$ cat src/rtl/serial_adder_pkg.sv
// Shared types and helpers for the bit-serial adder.
// State encodings and counter sizing live here.
package serial_adder_pkg;

  typedef enum logic [1:0] {
    IDLE = 2'd0,
    RUN  = 2'd1,
    DONE = 2'd2
  } state_t;

  function automatic int clog2(input int n);
    int r;
    r = 0;
    for (int i = 0; i < 32; i++) begin
      if ((1 << i) < n) r = i + 1;
    end
    return r;
  endfunction

endpackage

$ cat src/rtl/fa_df.sv
// Data-flow single-bit full adder.
// Serves as the one-bit datapath slice of the serial adder.
module fa_df (
  input  logic a,
  input  logic b,
  input  logic cin,
  output logic sum,
  output logic cout
);

  logic p;

  assign p    = a ^ b;
  assign sum  = p ^ cin;
  assign cout = (a & b) | (cin & p);

endmodule

$ cat src/rtl/serial_adder.sv
// Bit-serial adder: one operand bit per clock through a single full adder.
// Result is published in one shot when the last bit has been processed.
module serial_adder
  import serial_adder_pkg::*;
#(
  parameter int WIDTH = 8
) (
  input  logic             clk,
  input  logic             rst,
  input  logic             start,
  input  logic [WIDTH-1:0] a,
  input  logic [WIDTH-1:0] b,
  input  logic             cin,
  output logic             busy,
  output logic             done,
  output logic [WIDTH-1:0] sum,
  output logic             cout
);

  localparam int CW = clog2(WIDTH);

  state_t state;
  state_t state_n;

  logic [WIDTH-1:0] sa;
  logic [WIDTH-1:0] sb;
  logic [WIDTH-1:0] ss;
  logic             carry;
  logic [CW-1:0]    cnt;

  logic fa_s;
  logic fa_c;
  logic last;
  logic accept;

  fa_df u_fa (
    .a    (sa[0]),
    .b    (sb[0]),
    .cin  (carry),
    .sum  (fa_s),
    .cout (fa_c)
  );

  assign last   = (cnt == CW'(WIDTH - 1));
  assign accept = start & (state != RUN);

  always_ff @(posedge clk) begin
    if (rst) begin
      state <= IDLE;
    end else begin
      state <= state_n;
    end
  end

  always_comb begin
    state_n = state;
    unique case (state)
      IDLE: begin
        if (start) state_n = RUN;
      end
      RUN: begin
        if (last) state_n = DONE;
      end
      DONE: begin
        state_n = start ? RUN : IDLE;
      end
      default: state_n = IDLE;
    endcase
  end

  always_comb begin
    busy = 1'b0;
    done = 1'b0;
    unique case (state)
      RUN:     busy = 1'b1;
      DONE:    done = 1'b1;
      default: ;
    endcase
  end

  // Datapath: operands captured only on an accepted start, shifted in RUN.
  always_ff @(posedge clk) begin
    if (rst) begin
      sa    <= '0;
      sb    <= '0;
      ss    <= '0;
      carry <= 1'b0;
      cnt   <= '0;
      sum   <= '0;
      cout  <= 1'b0;
    end else if (state == RUN) begin
      sa    <= sa >> 1;
      sb    <= sb >> 1;
      ss    <= {fa_s, ss[WIDTH-1:1]};
      carry <= fa_c;
      cnt   <= cnt + CW'(1);
      if (last) begin
        sum  <= {fa_s, ss[WIDTH-1:1]};
        cout <= fa_c;
      end
    end else if (accept) begin
      sa    <= a;
      sb    <= b;
      ss    <= '0;
      carry <= cin;
      cnt   <= '0;
    end
  end

endmodule

$ cat config.mk
export PLATFORM = sky130hd
export DESIGN_NAME = serial_adder
export DESIGN_NICKNAME = d
export VERILOG_FILES = /design/src/rtl/serial_adder_pkg.sv /design/src/rtl/fa_df.sv /design/src/rtl/serial_adder.sv
export SDC_FILE = /design/constraint.sdc
export NUM_CORES = 1
export LEC_CHECK = 0
export CAP_MARGIN = 0
export CORE_MARGIN = 10
export CORE_UTILIZATION = 48
export DETAILED_ROUTE_END_ITERATION = 10
export PLACE_DENSITY = 0.69
export SLEW_MARGIN = 20
export SYNTH_ARGS = -nofsm -noshare
export SYNTH_HDL_FRONTEND = slang
export SYNTH_SLANG_ARGS = --single-unit
$ cat constraint.sdc
create_clock -name clk -period 5.16 [get_ports clk]
set_clock_uncertainty 0.15 [all_clocks]
set_input_delay 1.032 -clock clk [delete_from_list [all_inputs] [get_ports clk]]
set_output_delay 1.032 -clock clk [all_outputs]
set_load 0.02 [all_outputs]
==> results.py <==
metrics = {
    "outcome": {
        "outcome": "complete, no violations",
    },
    "detailed_routing": {
        "wire_per_inst_um": 14.3,
        "routed_via_density": 5.57,
        "ant_nets": 0,
        "vias": 2485,
        "finalWirelength_um": 6360,
        "remaining_drc_errors": 0,
        "dr.pass1.iters": 4,
        "first_iter_violations": 109,
    },
    "clock_network": {
        "clockRootBuffer": "clkbuf_8",
        "ctsHoldBuffers": 0,
        "clock_sinks": 67,
        "cts_tree": "built",
        "clockBufferDepth": 2,
        "cts_made_buffers": 9,
        "cts_setup_buffers": 0,
        "cts-resized-gates": 0,
        "htreeDepth": 3,
        "insertion_delay_ns": 0.34,
        "path_clk_slew_ns": 0.08,
    },
    "synthesis": {
        "synthTopCellsByCount": "67 x dfxtp_1, 50 x nor2_1, 38 x nand2_1, 23 x mux2i_1, 21 x nand3_1",
        "synthMostInstantiatedCell": "dfxtp_1",
        "ys.flop_type": "dfxtp_1",
        "synth_warnings": 0,
        "syn_inst": 341,
        "synth_top_area_cell": "dfxtp_1",
        "avgSynthCellArea_um2": 8.84,
        "async_flop_share_pct": 0,
        "synthDistinctLibCells": 37,
        "seq_area_frac_synth_pct": 44.5,
        "synth_nets": 363,
        "ys_seq_elements": 67,
        "synth_top_area_share_pct": 44.5,
        "syn_area_um2": 3020,
        "ys_top_cells_by_area": "dfxtp_1 44%, mux2i_1 7.6%, nor2_1 6.2%, nand2_1 4.7%, mux2_2 4.5%",
        "synth-edff-count": 0,
    },
    "floorplan": {
        "die_w_um": 99.3,
        "die_area_um2": 9850,
        "core.rowCount": 28,
        "die_h_um": 99.3,
        "start_util_pct": 50.0,
        "core_um2": 6030,
        "ios": 31,
    },
    "pwr": {
        "p_leak_nw": 1.27,
        "p_per_area_nw_per_um2": 298,
        "ir_drop_mv": 0.153,
        "p_seq_share_pct": 50.9,
        "swShare_pct": 25.3,
        "switching_power_mw": 0.268,
        "internal_power_mw": 0.791,
        "clkPwrFrac_pct": 41.5,
        "p_comb_share_pct": 7.6,
    },
    "worst_setup_path": {
        "start_kind": "flop",
        "worst-path-max-fanout": 46,
        "critical_path_class": "flop to output pin",
        "required_ns": 3.98,
        "worstSetupEndpointType": "output pin",
        "cp.arrival_ns": 2.18,
    },
    "layout": {
        "fill_cells": 544,
        "finalNetCount": 388,
        "multi_input_area_um2": 1590,
        "antennaDiodeCount": 0,
        "regArea_um2": 1340,
        "drive_above_1_share_pct": 10.2,
        "areaGrowthSynthToFinish_pct": 18.0,
    },
    "placed_design": {
        "gp_congestion": 0.870,
        "hpwlAfterDp_um": 4220,
        "io_buffers": 30,
    },
    "timing": {
        "slew_violations": 0,
        "hold_slack_ns": 0.323,
        "setup_viol": 0,
        "tns_ns": 0,
        "relSlewSlack_pct": 31.8,
        "grt_setup_unrepaired": "false",
        "worst_pin_slew_ns": 1.02,
        "final.period_utilization_pct": 65.2,
        "period_minus_slack_ns": 3.36,
        "fmax_ghz": 0.297,
        "finalHoldViolations": 0,
    },
    "global_route": {
        "gr-usage-all-layers_pct": 13.0,
        "grt-ovfl-total": 0,
        "grt_first_pass_wirelength_um": 10900,
        "grt_pass1_vias": 2278,
        "grt_max_degree": 47,
        "antenna_found_initial": 0,
    },
    "hold_path": {
        "min_path_type": "flop to flop",
    },
    "flow_run": {
        "cap_violations": 0,
    },
}
## flip-flops by register name, summed over array words and instances (netlist names)
| signal | count |
|---|---|
| cnt | 32 |
| sa | 8 |
| sb | 8 |
| sum | 8 |
| ss | 7 |
| state | 2 |
| carry | 1 |
| cout | 1 |
## path summary, 6_finish.rpt
path	start	slack [ns]	depth (start not counted)	endpoint
setup reg to reg	cnt[0]	2.57	6	sum[4]
hold reg to reg	ss[1]	0.32	2	ss[1]
setup / recovery	state[1]	1.80	4	busy
hold / removal	ss[1]	0.32	2	ss[1]
## final cells by class
cell class | count | area share [%]
Clock buffer | 9 | 3.48
Inverter | 5 | 0.527
Tap cell | 75 | 2.64
Clock inverter | 7 | 2.14
Timing Repair Buffer | 33 | 8.93
Multi-Input combinational cell | 250 | 44.6
Sequential cell | 67 | 37.7
## power groups by stage
stage | Sequential, mW | Clock [mW] | Combinational [mW]
detailed placement | 0.551 | 0 | 0.0801
floorplan | 0.549 | 0 | 0.0539
global placement | 0.551 | 0 | 0.0789
finish | 0.539 | 0.440 | 0.0802
CTS | 0.539 | 0.449 | 0.0811
global route | 0.541 | 0.471 | 0.0884
## cell families after synthesis
kind of cell,synth area share (%)
AO/OA/AOI/OAI,9.83
AND/OR/NAND/NOR,27.6
buffers and inverters,3.03
flip-flops,44.5
adder cells (fa/ha/maj),1.08
multiplexers,12.5
XOR/XNOR,1.45
## layer usage
metal | global-route usage, % | wire (um)
met1 | 17.5 | 3230
met2 | 19.5 | 2740
met3 | 3.39 | 313
met4 | 4.96 | 75
met5 | 0 | 0
## worst max-delay path, cell delays in order (launching register included)
cell and delay [ns]:
dfxtp_1 0.36, nand2b_1 0.11, buf_4 0.40, inv_1 0.34
clkdlybuf4s50_1 0.63
## through the flow
stage               area [um^2]  cells  utilization (%)  power, mW  worst slack [ns]
floorplan                  3020    341                -      0.603              2.81
global placement           3360    430             55.8      0.630              2.15
detailed placement         3360    430             55.8      0.631              2.15
CTS                        3560    446             59.1       1.07              1.79
global route               3560    446             59.1       1.10              1.67
finish                     3560    446             59.1       1.06              1.80
## cells in the final DEF, fill, tap and decap left out, types with 2 or more instances in the layout
| cell type | instances |
|---|---|
| nor4_1 | 8 |
| or3_1 | 3 |
| and4_1 | 3 |
| o211ai_1 | 5 |
| mux2i_1 | 23 |
| clkinvlp_4 | 2 |
| and3_1 | 5 |
| nand3_1 | 21 |
| buf_4 | 3 |
| or4_1 | 3 |
| o31ai_1 | 4 |
| a211oi_1 | 17 |
| clkinv_4 | 2 |
| clkbuf_8 | 9 |
| nor3_1 | 5 |
| nand2b_1 | 3 |
| nor2_1 | 50 |
| mux2_2 | 12 |
| nand2_1 | 38 |
| xor2_1 | 2 |
| o21ai_0 | 2 |
| xnor2_1 | 3 |
| nand4_1 | 12 |
| inv_1 | 5 |
| nor2b_1 | 2 |
| nand3b_1 | 2 |
| a21oi_1 | 15 |
| nor4_4 | 2 |
| dfxtp_1 | 67 |
| clkdlybuf4s50_1 | 29 |
Power figures use the tool's default switching activity.
